$ cat src/rtl/ysyx_25020037_wbu.sv
// Write-back stage: captures one retiring instruction from LSU, selects the GPR write value, holds it until GPR accepts.
// Optional feature macro WBU_RETIRE_CNT_EN enables the 64-bit retired-instruction counter.
module ysyx_25020037_wbu #(
    parameter int XLEN = 32,
    parameter int RD_W = 5
) (
    input  logic            clk,
    input  logic            rst,
    input  logic            lsu_valid,
    output logic            wbu_ready,
    input  logic [XLEN-1:0] lsu_pc,
    input  logic [RD_W-1:0] lsu_rd,
    input  logic            lsu_rf_we,
    input  logic [1:0]      lsu_res_sel,
    input  logic [XLEN-1:0] lsu_alu_res,
    input  logic [XLEN-1:0] lsu_ld_data,
    input  logic [XLEN-1:0] lsu_csr_rdata,
    input  logic [XLEN-1:0] lsu_csr_wdata,
    output logic            wbu_valid,
    input  logic            gpr_ready,
    output logic            gpr_we,
    output logic [RD_W-1:0] wbu_rd,
    output logic [XLEN:0]   wu_to_gu_bus,
    output logic [XLEN-1:0] csr_wcsr_data,
    output logic [63:0]     retire_cnt
);

    typedef enum logic {
        S_IDLE,
        S_HOLD
    } state_t;

    state_t          r_state;
    state_t          w_next_state;
    logic            w_accept;
    logic            w_complete;
    logic [XLEN-1:0] w_wdata;

    logic            r_gpr_we;
    logic [RD_W-1:0] r_rd;
    logic [XLEN-1:0] r_gpr_wdata;
    logic [XLEN-1:0] r_csr_wdata;

    always_comb begin
        w_accept     = 1'b0;
        w_complete   = 1'b0;
        w_next_state = r_state;
        case (r_state)
            S_IDLE: begin
                w_accept = lsu_valid;
                if (lsu_valid) w_next_state = S_HOLD;
            end
            S_HOLD: begin
                // upstream valid is ignored here; a waiting instruction is taken next IDLE cycle
                w_complete = gpr_ready;
                if (gpr_ready) w_next_state = S_IDLE;
            end
            default: w_next_state = S_IDLE;
        endcase
    end

    always_comb begin
        w_wdata = '0;
        case (lsu_res_sel)
            2'b00:   w_wdata = lsu_alu_res;
            2'b01:   w_wdata = lsu_ld_data;
            2'b10:   w_wdata = lsu_pc + XLEN'(4);
            default: w_wdata = lsu_csr_rdata;
        endcase
    end

    always_ff @(posedge clk or posedge rst) begin
        if (rst) r_state <= S_IDLE;
        else     r_state <= w_next_state;
    end

    always_ff @(posedge clk or posedge rst) begin
        if (rst) begin
            r_gpr_we    <= 1'b0;
            r_rd        <= '0;
            r_gpr_wdata <= '0;
            r_csr_wdata <= '0;
        end else if (w_accept) begin
            r_gpr_we    <= lsu_rf_we && (lsu_rd != '0);
            r_rd        <= lsu_rd;
            r_gpr_wdata <= w_wdata;
            r_csr_wdata <= lsu_csr_wdata;
        end
    end

`ifdef WBU_RETIRE_CNT_EN
    logic [63:0] r_retire_cnt;

    always_ff @(posedge clk or posedge rst) begin
        if (rst)             r_retire_cnt <= '0;
        else if (w_complete) r_retire_cnt <= r_retire_cnt + 64'd1;
    end

    assign retire_cnt = r_retire_cnt;
`else
    logic w_unused_complete;
    assign w_unused_complete = w_complete;
    assign retire_cnt        = '0;
`endif

    assign wbu_ready     = (r_state == S_IDLE);
    assign wbu_valid     = (r_state == S_HOLD);
    assign gpr_we        = r_gpr_we;
    assign wbu_rd        = r_rd;
    assign wu_to_gu_bus  = {r_gpr_we, r_gpr_wdata};
    assign csr_wcsr_data = r_csr_wdata;

endmodule

$ cat config.mk
export PLATFORM = sky130hd
export DESIGN_NAME = ysyx_25020037_wbu
export DESIGN_NICKNAME = d
export VERILOG_FILES = /design/src/rtl/ysyx_25020037_wbu.sv
export SDC_FILE = /design/constraint.sdc
export NUM_CORES = 1
export LEC_CHECK = 0
export CAP_MARGIN = 0
export CORE_AREA = 2 2 120 122
export DETAILED_ROUTE_END_ITERATION = 12
export DIE_AREA = 0 0 122 124
export DONT_BUFFER_PORTS = 1
export GPL_ROUTABILITY_DRIVEN = 0
export REMOVE_ABC_BUFFERS = 1
export SYNTH_ARGS = -nofsm -noshare
export SYNTH_HDL_FRONTEND = slang
export SYNTH_SLANG_ARGS = --single-unit
$ cat constraint.sdc
create_clock -name clk -period 6.99 [get_ports clk]
set_clock_uncertainty 0.2 [all_clocks]
set_input_delay 1.398 -clock clk [delete_from_list [all_inputs] [get_ports clk]]
set_output_delay 1.398 -clock clk [all_outputs]
set_load 0.02 [all_outputs]
Yosys cells after proc, flatten, opt, wreduce, memory -nomap -nowiden:

Cells that the tools add are included.

* add/sub/neg operators: 1
* $mul: 0
* divide/modulo/power cells: 0
* $lt $le $gt $ge: 0
* equality and inequality tests: 2
* shifts and indexed selects: 0
* multiplexer cells: 5
* bitwise logic cells: 1
* reduce and logical (&&, ||, !) cells: 3

Operator list (number)
* $pmux W32 S3: 1
* $add A32 B3 Y32 const B: 1
* $reduce_bool A5 Y1: 1
* $mux W1: 3
* $eq A2 B1 Y1 const B: 1
* $eq A2 B2 Y1 const B: 1
* $logic_not A2 Y1: 1
* $pmux W1 S2: 1
* $logic_and A1 B1 Y1: 1
* $not A1 Y1: 1

* register bits: 71
* latch bits: 0
* bits in writable memories: 0
* bits in read-only memories: 0
* input port bits: 172
* output and inout port bits: 137
* word-level logic and storage cells: 17
* memories kept: 0

Depth between registers and ports, before layout:

Gate-level depths: netlist of the first run.

* depth in word-level cells: 2
* gate-level depth with buffers: 8
* mapped depth without buffers: 6

Worst setup path after synthesis of the first run:

OpenSTA, ideal clock, no wires.

* path type: input -> register
* start: in lsu_pc[2]
* end: reg r_gpr_wdata[28]
* setup time: 0.126 ns
* data arrival time: 2.765 ns
* required time: 6.664 ns
* path slack: 3.899 ns
* stages: 6
* path buffers: 0
* cells stage by stage: ha_1 > nand4_2 > nor4_4 > nand2_1 > xnor2_1 > a221o_1

* word-level cells in the longest chain between the ends: 2

RTL lines
* start: declaration: RTL line 11 `input logic [XLEN-1:0] lsu_pc,`
* $add A32 B3 Y32: RTL line 67 `2'b10: w_wdata = lsu_pc + XLEN'(4);`
* $pmux W32 S3: RTL line 64 `case (lsu_res_sel)`
* end signal: assignment: RTL line 86 `r_gpr_wdata <= w_wdata;`
* end: declaration: RTL line 41 `logic [XLEN-1:0] r_gpr_wdata;`

No other way between the ends.
A chain may end at the register's enable or synchronous reset.

Final worst setup path of the first run:

* start: in lsu_valid
* end: reg r_gpr_wdata[21]

* word-level cells in the longest chain between the ends: 1

RTL lines
* start: declaration: RTL line 9 `input logic lsu_valid,`
* $mux W1: RTL line 48 `case (r_state)`

No other way between the ends.

==> impl_summary.md, run 1 <==
Timing
Across all setup checks in the final design, the least slack found is 3.83 ns. The final count of negative-setup-slack endpoints is 0. The worst slack on hold paths is about 0.42 ns. The number of max-slew violations in the final report is 0. After layout, the worst path uses approximately 45% of the clock period.

For this run, the top clock speed supported by timing is ~0.32 GHz. The headroom to the max-slew limit is approximately 39%. The worst path needs 3.16 ns of the cycle, external delays included.

The slew of the pin with the lowest slew margin is 0.913 ns. In the final timing run, aggregate negative setup slack is 0 ns. Setup repair after global routing left no endpoint under its margin.

The number of hold violations in the final report is 0.

GRT
The final global-route overflow total is 0. The pin count of the biggest net entering global routing is just over 70. The first global-routing pass estimated around 20000 µm of wire. The number of antenna violations at the first check in global routing is 0. The number of global-route vias before repair is roughly 3400.

Across every metal layer, demand over resource in global routing totals 17.6%.

Place
The number of port buffers is 0. The number of placed instances, taps included, is between 600 and 700. The minimum setup slack after placement is about 3.4 ns.

Summed over all nets, the half-perimeter wirelength after detailed placement is 10500 µm.

Clocking
The clock sink count is a little over 70. CTS placed an instance of clkbuf_16 at the clock tree root. Buffers inserted during clock tree synthesis total 9.

TritonCTS built the clock tree. The clock transition at the register clock pins on the worst setup and hold paths after CTS is ~0.070 ns. The total of hold buffers inserted after clock tree synthesis is 0. Once the clock tree was built, the setup fixing pass inserted 0 buffers. After clock tree synthesis, the repair step resized 0 gates.

The level count of the clock H-tree is 3. The worst-skew pair later-pin latency is about 0.33 ns. The maximum number of buffers from clock root to sink is 2.

Critical path
The signal arrival time at the worst endpoint is about 3.2 ns. In this run the worst setup path begins at lsu_valid. The startpoint type of the worst setup path is an input pin. Traced cell by cell, the critical path runs through nor2b_4 -> buf_4 -> nand2_1 -> o21ai_0.

The critical path class is in2reg. The endpoint of the most critical setup path is r_gpr_wdata[21]. The standard cell with the maximum stage delay on the critical path is nor2b_4. For the worst flop-to-flop path, the logic depth is 4.

STA puts the critical path data required time at approximately 7.1 ns. The worst setup path is captured at a flip-flop. The slack of the worst reg-to-reg path is between 4 and 5 ns. The launch instance of the worst register-to-register path is wbu_valid. In this run the worst path has a maximum fanout of 47. In this design, the stage delay of the slowest critical-path cell is around 0.7 ns. The endpoint identified for the worst register-to-register timing path is r_gpr_wdata[21].

Floorplan
The number of standard-cell rows in the floorplan is 43. Once the floorplan was initialized, standard cells occupied approximately 33% of the core. The standard cell core area is 13700 µm². Measured along the y axis, the die boundary spans about 120 µm. From left edge to right edge, the die measures about 120 µm.

The die covers 15100 µm². The top-level I/O count is between 300 and 400.

Yosys
Yosys attributes the largest share of cell area to dfrtp_1 39%, nand2_1 13%, buf_4 11%, o21ai_0 3.0%, mux2_2 3.0%. The synthesized netlist occupies a cell area of between 4000 and 5000 µm². The sequential area share after synthesis is 39.3%.

The total number of yosys warnings is 0. The synthesized design contains 71 register bits. The post-synthesis area per instance is 8.58 µm². The count of different cell masters after synthesis is 47. The library cell with the largest summed area after synthesis is dfrtp_1. Of the post-synthesis cell area, the dominant cell type holds 39.3%. After technology mapping, the gate count stands at around 530.

Power
The worst-case IR drop observed on VDD is between 0.1 and 0.15 mV. The total power consumption of the routed design is 1.37 mW. Summed over all cells, the static leakage comes to approximately 2.1 nW.

In this run the power density over the cells is roughly 290 nW/µm².

Drt
In this run the remaining antenna-violating nets after routing total 0. Dividing the detail-routed via count by the number of cells gives a little over 5. The routed wirelength normalized by instance count is between 15 and 20 µm. The count of TritonRoute iterations in the first routing pass is 4. The number of violations reported at the end of detailed-routing iteration 0 is 129. After detailed routing, the number of remaining DRC violations is 0. The routed layout has between 3000 and 4000 vias. The total wire length after detailed routing is 13700 µm.

Finish
The post-route netlist has 9.07% of its cells at a drive strength greater than 1. The final layout net count is around 690. The antenna cell count is 0.

The finished layout holds roughly 700 standard cells, fillers aside. The area growth from synthesis to final layout is 3.68%.

Status
The flow ran to the end, and the final reports show no timing, DRC or antenna violations.

Min path
The class of the tightest hold or removal check is reg2reg.

Run
Max-cap violations in this run came to 0.
## kinds of logic after synthesis
logic type | after synthesis | synth area share, %
simple gates | 223 | 21.5
buf+inv | 95 | 14.2
compound gates | 82 | 11.9
flops | 71 | 39.3
mux | 29 | 7.86
xor+xnor | 25 | 4.84
fa+ha+maj | 1 | 0.277
other cells | 1 | 0.0829
## placed cells by master, fill, tap and decap left out, drive strengths merged, types with 4 or more instances in the layout
cell type	instances
nand2	159
dfrtp	71
conb	64
o21ai	34
nor2	22
xor2	14
mux2i	13
mux2	12
nand4	12
xnor2	11
o22ai	11
nand3	10
clkbuf	10
o211ai	9
a21oi	9
a221oi	6
and4	5
mux4	4
o221ai	4
and3	4
nor3	4
inv	4
## through the flow
stage | util, % | area [µm²]
after floorplan | - | 4130
after CTS | 34.2 | 4690
after detailed placement | 32.0 | 4390
after global routing | 34.2 | 4690
after global placement | 32.0 | 4390
final | 34.2 | 4690
## final cells by class
class,instances,area [µm²]
Multi-Input combinational cell,424,2350
Timing Repair Buffer,3,22.5
Clock buffer,10,229
Tap cell,180,225
Sequential cell,71,1780
Inverter,4,16.3
Fill cell,1451,9030
Clock inverter,6,70.1
## sequential cells by signal (all words and copies together), names as in the netlist
register	cells
csr_wcsr_data	32
r_gpr_wdata	32
wbu_rd	5
gpr_we	1
wbu_valid	1
## how the worst min path moves through the flow
stage / from / end / slack [ns] / cells after the start
final: csr_wcsr_data[10] / csr_wcsr_data[10] / 0.42 / 2
after floorplan: csr_wcsr_data[0] / csr_wcsr_data[0] / 0.39 / 2
after CTS: csr_wcsr_data[3] / csr_wcsr_data[3] / 0.42 / 2
after global routing: r_gpr_wdata[4] / r_gpr_wdata[4] / 0.45 / 2
after global placement: csr_wcsr_data[10] / csr_wcsr_data[10] / 0.41 / 2
after detailed placement: csr_wcsr_data[10] / csr_wcsr_data[10] / 0.41 / 2
## synth_stat cells, drive strengths merged
cell type  instances
nand4             12
o21ai             34
and3b              1
or4                1
mux4               4
o22ai             11
nor4               2
a221oi             6
a221o              3
and2               1
a21oi              9
o221ai             4
nand2b             1
xor2              14
xnor2             11
a21o               1
o211ai             9
buf               76
a41oi              1
dfrtp             71
mux2i             13
and4               5
clkbuf            15
a31oi              2
nand3             10
ha                 1
a22o               1
and3               4
nor2b              1
inv                4
nor3               4
mux2              12
nand2            159
nor2              22
a21boi             1
conb               1
## critical path, delay by kind of cell
family,cells,cell delay [ns]
buf+inv,1,0.53
simple gates,2,1.01
compound gates,1,0.24
## power breakdown
group	leakage, nW	switching, mW	internal [mW]	total [mW]
Sequential	0.848	0.187	0.500	0.687
Clock	0.135	0.190	0.278	0.468
Combinational	1.13	0.137	0.0747	0.211
Total	2.11	0.514	0.853	1.37
## metal layers
layer	track usage [%]	vias to the layer above	share of wire [%]
li1	-	1649	-
met1	19.2	1697	37
met2	30.0	233	49
met3	7.05	17	13
met4	7.90	0	2.2
met5	0	-	0
(Power assumes the default switching activity.)
==> run 2, diff against run 1 <==
==> constraint.sdc (replaced) <==
create_clock -name clk -period 2.9 [get_ports clk]
set_clock_uncertainty 0.2 [all_clocks]
set_input_delay 0.58 -clock clk [delete_from_list [all_inputs] [get_ports clk]]
set_output_delay 0.58 -clock clk [all_outputs]
set_load 0.02 [all_outputs]
==> run 2 against run 1 <==
Sequential share of layout area shrank 0.49 points. Wire length grew 1.2%. Non-clock buffer count increased by 8. Combinational power grew to 2.5 times the previous value.
==> impl_summary.md, run 2 (same netlist as run 1, synthesis figures left out) <==
GRT
The number of global-route vias before repair is 3509 (+1.9%). The aggregate global-route resource usage came to 17.6% (about the same). The wire length of the first global-routing pass was 19500 µm (-0.52%).

The pin count of the biggest net entering global routing came to 41 (-43%). The final global-route overflow total is 0 (unchanged). The number of antenna violations at the first check in global routing came to 0 (unchanged).

Clocking
The clock transition at the register clock pins on the worst setup and hold paths after CTS came to 0.06 ns (about the same). The number of buffers inserted to repair setup after CTS is 0 (unchanged). The level count of the clock H-tree is 3 (unchanged). The count of cells resized by post-cts repair is 0 (unchanged). The worst-skew pair later-pin latency was 0.33 ns (about the same). The clock sink count was 71 (unchanged). The root buffer selected by CTS is clkbuf_16. The TritonCTS clock tree is built.

The total clock buffers created by CTS is 9 (unchanged). The maximum number of buffers from clock root to sink is 2 (unchanged). The total of hold buffers inserted after clock tree synthesis is 0 (unchanged).

Critical path
The sort of element at the end of the critical path is a flip-flop. The signal arrival time at the worst endpoint is 2.09 ns (-1.13 ns). The data required time of the critical path is 2.97 ns (-4.08 ns).

The startpoint type of the worst setup path is a flip-flop. The critical path class is reg2reg. The maximum fanout encountered on the critical timing path was 26 (-45%).

Timing
The worst slack on hold paths came to 0.0219 ns (-0.397 ns). The slew of the pin with the lowest slew margin is 0.714 ns (-0.199 ns). The worst path setup slack after routing is 0.887 ns (-2.95 ns).

The headroom to the max-slew limit is 52.4% (+13 points). The peak clock frequency supported by timing is 0.497 GHz. The number of max-slew violations in the final report came to 0 (unchanged). The number of hold violations in the final report was 0 (unchanged). The post-route fraction of the period consumed by the critical path is between 60% and 70%. The shortest period the worst path allows is ~2 ns. The final count of negative-setup-slack endpoints is 0 (unchanged).

Setup repair after global routing left no endpoint under its margin.

Finish
The final layout net count is 694 (+1.2%). Relative to the synthesized area, the layout overhead comes to 5.03%. In the layout the commonest cells are 158 x nand2_1, 71 x dfrtp_1, 64 x conb_1. The fraction of final layout cells sized beyond drive strength 1 is 10.5% (+1.4 points). The most frequent standard cell in the layout excluding fill and tap cells is nand2_1.

The final core utilization is 34.6% (+0.45 points). The antenna cell count came to 0 (unchanged). The final cell count without fillers is 705 (+1.0%).

Run
The reported max-cap violation count was 0 (unchanged).

Place
The number of placed instances with taps included is 690 (+1.2%). The placed wire-length estimate after detailed placement is 11000 µm (+4.6%). The number of port buffers was 0 (unchanged). The minimum setup slack after placement was 0.630 ns (-2.81 ns).

Drt
The number of violations reported at the end of detailed-routing iteration 0 is 138 (+7.0%). The DRC violation count after routing is 0 (unchanged). The routed via count is 3609 (+0.36%). The post-route antenna net violation count came to 0 (unchanged). The total wire length after detailed routing is 13900 µm (+1.2%).

The count of TritonRoute iterations in the first routing pass is 4 (unchanged). The routed wirelength normalized by instance count is 19.7 µm (+0.15%). The vias per cell came to 5.12 (-0.63%).

Floorplan
The effective utilization at floorplan is 33.0% (unchanged). The top-level I/O count is 309 (unchanged). The overall die height is 124 µm (unchanged). The floorplan die width was 122 µm (unchanged). The area enclosed by the die boundary is 15100 µm² (unchanged). The number of standard-cell rows in the floorplan is 43 (unchanged). The standard cell core area is 13700 µm² (unchanged).

Power
The total power consumption of the routed design is 3.27 mW (+140%). The highest ir drop seen on vdd came to 0.237 mV (+120%). The total power density per cell area came to 688 nW/µm² (+140%). The leakage power of the design is 2.17 nW (+2.6%).

Min path
The class of the tightest hold or removal check is in2async.

Status
The flow ran to the end, and the final reports show no timing, DRC or antenna violations.
-- run 2: cell count changes in the layout (fill, tap and decap cells not counted) --
cell        delta
inv_6          -1
clkinv_2       +3
buf_12         +1
clkinv_4       +1
clkbuf_1       -1
buf_4          +7
clkinvlp_4     -3
-- run 2: worst max-delay path, stage by stage, from the launching register on --
cell,delay (ns)
dfrtp_1,0.55
inv_1,0.26
nand2_2,0.24
buf_4,0.32
buf_4,0.23
nand2_1,0.06
nand2_1,0.08
-- run 2: worst paths after layout --
check                               endpoint  slack [ns]  cells past startpoint              start
min in group clk                   wbu_rd[0]        0.16                      2          lsu_rd[0]
setup reg to reg                   wbu_rd[4]        0.89                      6          wbu_valid
setup / recovery                   wbu_rd[4]        0.89                      6          wbu_valid
max in group asynchronous   csr_wcsr_data[4]        1.84                      2                rst
hold reg to reg            csr_wcsr_data[13]        0.42                      2  csr_wcsr_data[13]
hold / removal             csr_wcsr_data[28]        0.02                      1                rst
-- run 2: per-stage QoR --
step,area [µm²],setup TNS (ns)
after floorplan,4130,-63.66
after global placement,4460,0
after detailed placement,4460,0
after CTS,4750,0
after global routing,4750,0
final,4750,0
-- run 2: layer usage --
metal / routed length, µm / vias up / global-route usage (%)
li1: - / 1658 / -
met1: 5230 / 1723 / 19.4
met2: 6910 / 207 / 31.2
met3: 1570 / 21 / 7.05
met4: 198 / 0 / 5.10
met5: 0 / - / 0
-- run 2: area by class of cell --
cell class / count / area [µm²]
fillers: 1437 / 8970
multi-input cells: 424 / 2350
flip-flops and latches: 71 / 1780
clock buffers: 9 / 225
well taps: 180 / 225
repair buffers: 11 / 95.1
clock inverters: 6 / 62.6
inverters: 4 / 16.3
-- run 2: report_power, final --
group,switching (mW),internal (mW)
sequential,0.454,1.21
clock,0.420,0.658
combinational,0.339,0.193
